`src/rtl/instr_loader_pkg.sv`:
```
// instr_loader_pkg: shared states and constants for the program loader.
// The CHK state exists only when LOADER_CHECKSUM_EN is defined.
package instr_loader_pkg;

    localparam int MEM_ADDR_W = 8;
    localparam logic [3:0] MASK_ALL = 4'b1111;

    typedef enum logic [2:0] {
        IDLE,
        HDR,
        DATA,
        WRITE,
        DONE,
        ERR
`ifdef LOADER_CHECKSUM_EN
        , CHK
`endif
    } state_t;

    // A header word count of zero or beyond the memory size aborts the load.
    function automatic logic bad_count(input logic [31:0] n, input logic [31:0] max_words);
        return n == 32'd0 || n > max_words;
    endfunction

endpackage

```
`src/rtl/instr_loader_packer.sv`:
```
// instr_loader_packer: assembles accepted bytes into little-endian 32-bit words.
module instr_loader_packer (
    input  logic        clk,
    input  logic        rst,
    input  logic        clr,
    input  logic        accept,
    input  logic [7:0]  data,
    output logic        last,
    output logic [31:0] word,
    output logic [31:0] full
);

    logic [1:0] cnt;

    // Bytes enter at the top and shift down, so the first byte ends in [7:0].
    assign full = {data, word[31:8]};
    assign last = accept && cnt == 2'd3;

    always_ff @(posedge clk or negedge rst) begin
        if (!rst) begin
            cnt  <= '0;
            word <= '0;
        end else if (clr) begin
            cnt  <= '0;
            word <= '0;
        end else if (accept) begin
            cnt  <= cnt + 2'd1;
            word <= full;
        end
    end

endmodule

```
`src/rtl/instr_loader.sv`:
```
// instr_loader: receives a length-prefixed byte stream and writes it to instruction memory.
// Define LOADER_CHECKSUM_EN to require a trailing sum-of-words checksum before DONE.
module instr_loader
    import instr_loader_pkg::*;
#(
    parameter int MAX_WORDS      = 256,
    parameter int TIMEOUT_CYCLES = 1024
) (
    input  logic                  clk,
    input  logic                  rst,
    input  logic                  start,
    input  logic [7:0]            rx_data,
    input  logic                  rx_valid,
    output logic                  rx_ready,
    output logic                  mem_we_re,
    output logic                  mem_request,
    output logic [3:0]            mem_mask,
    output logic [MEM_ADDR_W-1:0] mem_address,
    output logic [31:0]           mem_data,
    input  logic                  mem_valid,
    output logic                  busy,
    output logic                  done,
    output logic                  error,
    output logic [8:0]            words_loaded,
    output logic                  core_hold
);

    localparam int TW = $clog2(TIMEOUT_CYCLES + 1);

    state_t state, state_next;
    logic [8:0] cnt, n;
    logic [TW-1:0] tmr;
    logic [31:0] word, full;
    logic accept, last, restart, wr, in_chk;

`ifdef LOADER_CHECKSUM_EN
    localparam state_t FINAL = CHK;
    logic [31:0] sum;
    assign in_chk = state == CHK;
`else
    localparam state_t FINAL = DONE;
    assign in_chk = 1'b0;
`endif

    instr_loader_packer u_packer (
        .clk    (clk),
        .rst    (rst),
        .clr    (restart),
        .accept (accept),
        .data   (rx_data),
        .last   (last),
        .word   (word),
        .full   (full)
    );

    assign wr           = state == WRITE;
    assign rx_ready     = state == HDR || state == DATA || in_chk;
    assign accept       = rx_valid && rx_ready;
    assign restart      = start && (state == IDLE || state == DONE || state == ERR);
    assign busy         = rx_ready || wr;
    assign done         = state == DONE;
    assign error        = state == ERR;
    assign core_hold    = !done;
    assign words_loaded = cnt;
    assign mem_request  = wr;
    assign mem_we_re    = wr;
    assign mem_mask     = wr ? MASK_ALL : '0;
    assign mem_address  = wr ? cnt[MEM_ADDR_W-1:0] : '0;
    assign mem_data     = wr ? word : '0;

    always_comb begin
        state_next = state;
        case (state)
            HDR:   if (last) state_next = bad_count(full, 32'(MAX_WORDS)) ? ERR : DATA;
            DATA:  if (last) state_next = WRITE;
            WRITE: begin
                if (mem_valid)
                    state_next = (cnt + 9'd1 == n) ? FINAL : DATA;
                else if (tmr == TW'(TIMEOUT_CYCLES - 1))
                    state_next = ERR;
            end
`ifdef LOADER_CHECKSUM_EN
            CHK:   if (last) state_next = (full == sum) ? DONE : ERR;
`endif
            default: if (restart) state_next = HDR;
        endcase
    end

    always_ff @(posedge clk or negedge rst) begin
        if (!rst) begin
            state <= IDLE;
            cnt   <= '0;
            n     <= '0;
            tmr   <= '0;
        end else begin
            state <= state_next;
            // Counts consecutive WRITE cycles still waiting for the memory.
            tmr   <= (wr && !mem_valid) ? tmr + 1'b1 : '0;
            if (restart)
                cnt <= '0;
            else if (wr && mem_valid)
                cnt <= cnt + 9'd1;
            if (state == HDR && last)
                n <= full[8:0];
        end
    end

`ifdef LOADER_CHECKSUM_EN
    always_ff @(posedge clk or negedge rst) begin
        if (!rst)
            sum <= '0;
        else if (restart)
            sum <= '0;
        else if (wr && mem_valid)
            sum <= sum + word;
    end
`endif

endmodule

```
`config.mk`:
```
export PLATFORM = sky130hd
export DESIGN_NAME = instr_loader
export DESIGN_NICKNAME = d
export VERILOG_FILES = /design/src/rtl/instr_loader_pkg.sv /design/src/rtl/instr_loader_packer.sv /design/src/rtl/instr_loader.sv
export SDC_FILE = /design/constraint.sdc
export NUM_CORES = 1
export LEC_CHECK = 0
export ABC_AREA = 1
export CAP_MARGIN = 10
export CORE_MARGIN = 2
export CORE_UTILIZATION = 40
export DETAILED_ROUTE_END_ITERATION = 10
export GPL_ROUTABILITY_DRIVEN = 0
export GPL_TIMING_DRIVEN = 0
export PLACE_DENSITY = 0.75
export RECOVER_POWER = 25
export SYNTH_ARGS = -nofsm -noshare
export SYNTH_HDL_FRONTEND = slang
export SYNTH_SLANG_ARGS = --single-unit
```
`constraint.sdc`:
```
create_clock -name clk -period 1.9 [get_ports clk]
set_clock_uncertainty 0.1 [all_clocks]
set_input_delay 0.475 -clock clk [delete_from_list [all_inputs] [get_ports clk]]
set_output_delay 0.475 -clock clk [all_outputs]
set_load 0.01 [all_outputs]
```
==> After elaboration in Yosys (flattened, before gate mapping) <==
Index checks and enable logic that the tools add are counted.
Widths: inputs -> output; s select.
{ "word_totals": {"reg_bits": 66, "latchBits": 0, "mem_bits_rw": 0, "mem_bits_ro": 0, "inputBits": 13, "output_inout_bits": 60, "word_cells": 58, "n_memories": 0} }
{ "classes": {"add_sub_neg": 3, "mul": 0, "div_mod_pow": 0, "order_cmp": 1, "eq_ne": 11, "shift": 0, "muxes": 18, "bitwise": 0, "n_reduce_logical": 19} }
{ "op_table": {"columns": ["op", "count"], "rows": [
  ["$mux 32", 3],
  ["$gt 32x9->1 const B", 1],
  ["$logic_not 32->1", 1],
  ["$mux 3", 7],
  ["$mux 9", 2],
  ["$add 11x1->11 const B", 1],
  ["$eq 11x10->1 const B", 1],
  ["$mux 11", 1],
  ["$add 9x1->9 const B", 1],
  ["$eq 9x9->1", 1],
  ["$pmux 3 s3", 1],
  ["$mux 8", 1],
  ["$eq 3x2->1 const B", 2],
  ["$eq 3x3->1 const B", 2],
  ["$logic_and 1x1->1", 6],
  ["$logic_or 1x1->1", 5],
  ["$mux 2", 2],
  ["$mux 4", 1],
  ["$ne 2x2->1 const B", 2],
  ["$reduce_and 4->1", 1],
  ["$reduce_bool 2->1", 2],
  ["$reduce_bool 4->1", 1],
  ["$eq 3x1->1 const B", 1],
  ["$logic_not 3->1", 1],
  ["other kinds (4)", 5]
]} }

==> Logic depth before layout (Yosys ltp) <==
{ "depth": {"word_depth": 6, "depth_mapped": 14, "depth_no_buf": 14} }

==> Hierarchy <==
Synthesis repeated with hierarchy kept, for this count alone.
{ "hier_totals": {"hier_cells": 527, "area_unflattened_um2": 3951.3} }
{ "by_module_without_submodules": {"columns": ["module", "instances", "cells_each", "area_per_inst_um2", "seq_area_each_um2"], "rows": [
  ["instr_loader", 1, 343, 2222.1, 800.8],
  ["instr_loader_packer", 1, 184, 1729.2, 850.8]
]} }

==> Worst setup path before layout <==
OpenSTA, ideal clock, no wires.
{ "synth_timing": {"path_kind": "reg-to-output", "start": "reg state[2]", "end": "out mem_address[0]", "arrival_time_ps": 1351, "slack_ps": -26, "path_stages_with_launch": 5, "cell_sequence": "dfrtp_1 -> nor3_4 -> inv_2 -> clkbuf_1 -> nor2_1"} }
{ "synth_between": {"elab_chain_cells": 2} }
{ "synth_rtl": {"columns": ["element", "line", "text"], "rows": [
  ["from (decl)", "instr_loader.sv:30", "state_t state, state_next;"],
  ["from (signal assigned)", "instr_loader.sv:96", "state <= state_next;"],
  ["$eq 3x2->1", "instr_loader.sv:56", "assign wr = state == WRITE;"],
  ["named net mem_request", "instr_loader.sv:16", "output logic mem_request,"],
  ["$mux 8", "instr_loader.sv:68", "assign mem_address = wr ? cnt[MEM_ADDR_W-1:0] : '0;"],
  ["to (decl)", "instr_loader.sv:18", "output logic [MEM_ADDR_W-1:0] mem_address,"]
]} }
The timed path passes the listed nets, and every way through them passes these cells.

==> Worst setup path after layout <==
{ "layout_timing": {"start": "reg state[1]", "end": "out mem_data[19]"} }
{ "layout_between": {"elab_chain_cells": 2} }
{ "layout_rtl": {"columns": ["element", "line", "text"], "rows": [
  ["$eq 3x2->1", "instr_loader.sv:56", null],
  ["$mux 32", "instr_loader.sv:69", "assign mem_data = wr ? word : '0;"],
  ["to (decl)", "instr_loader.sv:19", "output logic [31:0] mem_data,"]
]} }
Every way passes these cells.

==> results.json <==
{
  "core-area_um2": 8260,
  "combinationalPowerShare_pct": 38.2,
  "p_int_mw": 3.32,
  "violations": "max-capacitance violations, max-slew violations, negative setup slack",
  "synth_cell_type_count": 27,
  "die_area_um2": 9290,
  "first_global_vias": 3351,
  "start_util_pct": 41.3,
  "die_w_um": 96.4,
  "cts_buffers": 9,
  "path_cells": "inv_2, nor3_4, buf_6, inv_12, clkbuf_16, nor2_2, buf_2",
  "grt_pass1_wl_mm": 15.4,
  "slew_violations": 67,
  "num-nets-final": 580,
  "pin_count": 73,
  "clkPwrFrac_pct": 26.7,
  "root_buffer": "clkbuf_8",
  "antenna_left": 0,
  "grt-ovfl-total": 0,
  "antenna_found_initial": 0,
  "leakage_nw": 2.43,
  "crit_slowest_cell": "dfrtp_2",
  "end_kind": "primary output",
  "ys_ff_latch": 66,
  "critPathArrivalTime_ns": 1.59,
  "track_usage_pct": 21.3,
  "min_period_ns": 2.16,
  "setup_ws_ns": -0.264,
  "critPathLaunchType": "register",
  "syn_area_per_cell_um2": 7.66,
  "placed_cell_area_um2": 4380,
  "rows": 33,
  "netlist_instances": 446,
  "drc": 0,
  "cts_tree": "built",
  "seq_area_frac_synth_pct": 48.4,
  "stdcell_area_um2": 5160,
  "numPlacedInstances": 623,
  "tightest_slew_ns": 1.59,
  "viasPerCell": 5.11,
  "drt_iter0_drc": 205,
  "synth_area_um2": 3410,
  "setup_viol": 47,
  "relSlewSlack_pct": -6.24,
  "crit_type": "register to primary output",
  "final_cell_mix": "85 x nand2_1, 70 x inv_1, 60 x dfrtp_1",
  "clk_latency_ns": 0.35,
  "fmax_ghz": 0.462,
  "critPathRequiredTime_ns": 1.32,
  "syn_to_final_growth_pct": 51.0,
  "portBuffers": 72,
  "pwr-share-seq_pct": 35.1,
  "nFillCells": 675,
  "post-route-period-util_pct": 114,
  "p_per_area_nw_per_um2": 1030,
  "cts_htree_levels": 3,
  "cp-startpoint": "state[1]",
  "wl_per_cell_um": 14.3,
  "dr_total_vias": 3447,
  "diodes": 0,
  "hpwl_mm": 6.05,
  "grt_start_max_net_pins": 67,
  "cts.sinks": 66,
  "hold_path.startpoint": "u_packer.cnt[0]",
  "ir_worst_vdd_v": 0.000821,
  "clockBufferDepth": 2,
  "switching_share_pct": 37.6,
  "switching_power_mw": 2.00,
  "hold_viol_final": 0,
  "path_max_fanout": 9,
  "fin_cells": 674,
  "min_path_type": "register to register",
  "cap_violations": 1,
  "final_common_cell": "nand2_1",
  "dr.pass1.iters": 5,
  "syn-num-nets": 462,
  "status": "finished, violations left",
  "slowest_delay_ns": 0.39,
  "r2r-start": "words_loaded[0]",
  "die_h_um": 96.4,
  "drive_gt1_share_pct": 36.2,
  "yosys_warnings": 0,
  "routed_wl_mm": 9.63,
  "path_clk_slew_ns": 0.07,
  "rsz0062_at_grt": "true"
}
[cell families (layout without fill, tap and decap cells)]
| logic type | after synthesis | after routing | synth area share [%] |
|---|---|---|---|
| simple gates | 214 | 214 | 27.8 |
| buf+inv | 96 | 219 | 11.4 |
| compound gates | 66 | 66 | 11.1 |
| flops | 66 | 66 | 48.4 |
| fa+ha+maj | 3 | 3 | 1.10 |
| xor+xnor | 1 | 1 | 0.257 |
[Yosys cell counts]
master    number  share of area, %
nand2_1       92                10
inv_1         73               8.0
nor2_1        69               7.6
dfrtp_1       66                48
o22ai_1       32               5.9
nand3_1       27               4.0
o21ai_1       14               2.1
nand4_1       10               1.8
a21oi_1        9               1.3
o21ai_0        9               1.3
buf_2          6              0.88
inv_2          6              0.66
buf_4          5               1.1
clkbuf_1       5              0.55
nor3_1         4              0.59
ha_1           3               1.1
nand2_4        2              0.66
nand3b_1       2              0.44
nor2_2         2              0.37
nor3_4         2              0.95
o21ai_2        2              0.51
inv_4          1              0.18
nand2_2        1              0.18
nand3_4        1              0.51
nor2_4         1              0.33
nor3_2         1              0.29
xnor2_1        1              0.26
[timing repair]
item | in CTS | in global routing
hold buffers | 0 | 0
endpoints found under the setup margin | 70 | 104
resized for setup | 266 | 55
gates cloned | 4 | 0
buffers inserted | 21 | 13
hold endpoints to repair | 0 | 0
pin swaps | 5 | 19
[metal layers]
metal | wire length (um) | GRT usage [%] | vias to the layer above | share of wire [%]
li1 | - | - | 1658 | -
met1 | 3990 | 26.7 | 1633 | 41
met2 | 4870 | 36.3 | 144 | 51
met3 | 659 | 5.66 | 12 | 6.8
met4 | 110 | 6.22 | 0 | 1.1
met5 | 0 | 0 | - | 0
[per-stage QoR]
| stage | hold slack (ns) | util [%] | setup TNS, ns | setup WS [ns] | power [mW] |
|---|---|---|---|---|---|
| after floorplan | 0.0794 | - | 0 | 0.00745 | 3.06 |
| after global placement | 0.347 | 53.1 | -151.12 | -2.10 | 3.52 |
| after detailed placement | 0.352 | 53.0 | -29.05 | -0.683 | 3.56 |
| after CTS | 0.147 | 59.3 | -8.81 | -0.225 | 5.18 |
| after global routing | 0.410 | 62.5 | -13.14 | -0.303 | 5.65 |
| final | 0.379 | 62.5 | -9.54 | -0.264 | 5.33 |
[worst max-delay path: cells and delay by family, from the launching register on]
kind,cells,cell delay (ns)
buffers and inverters,5,0.57
AND/OR/NAND/NOR,2,0.28
flip-flops,1,0.39
[registers in the layout, indices dropped and copies added (netlist names)]
signal         cells
u_packer.word     32
tmr               11
n                  9
words_loaded       9
state              3
u_packer.cnt       2
[power by group through the flow]
| stage | logic [mW] | registers, mW | clock network (mW) |
|---|---|---|---|
| global route | 2.24 | 1.90 | 1.51 |
| floorplan | 1.19 | 1.86 | 0 |
| finish | 2.04 | 1.87 | 1.42 |
| global placement | 1.63 | 1.89 | 0 |
| detailed placement | 1.66 | 1.91 | 0 |
| CTS | 1.88 | 1.86 | 1.44 |
[layout make-up]
class                      count  area (um2)  share of cell area (%)
buffer                        15         191                    3.71
timing repair buffer         108         942                    18.3
sequential                    66        1660                    32.2
clock buffer                   9         124                    2.40
tap                          105         131                    2.55
clock inverter                 7         118                    2.28
inverter                      80         320                    6.21
multi-input combinational    284        1670                    32.4
[worst paths after layout]
check,end,depth (start not counted),slack [ns]
max,mem_data[19],7,-0.26
min,u_packer.cnt[0],1,0.38
max reg2reg,state[1],14,-0.03
min reg2reg,u_packer.cnt[0],1,0.38
max in group asynchronous,words_loaded[2],1,0.20
min in group asynchronous,u_packer.word[3],1,0.42
No activity file was read; power rests on OpenSTA's default activity.
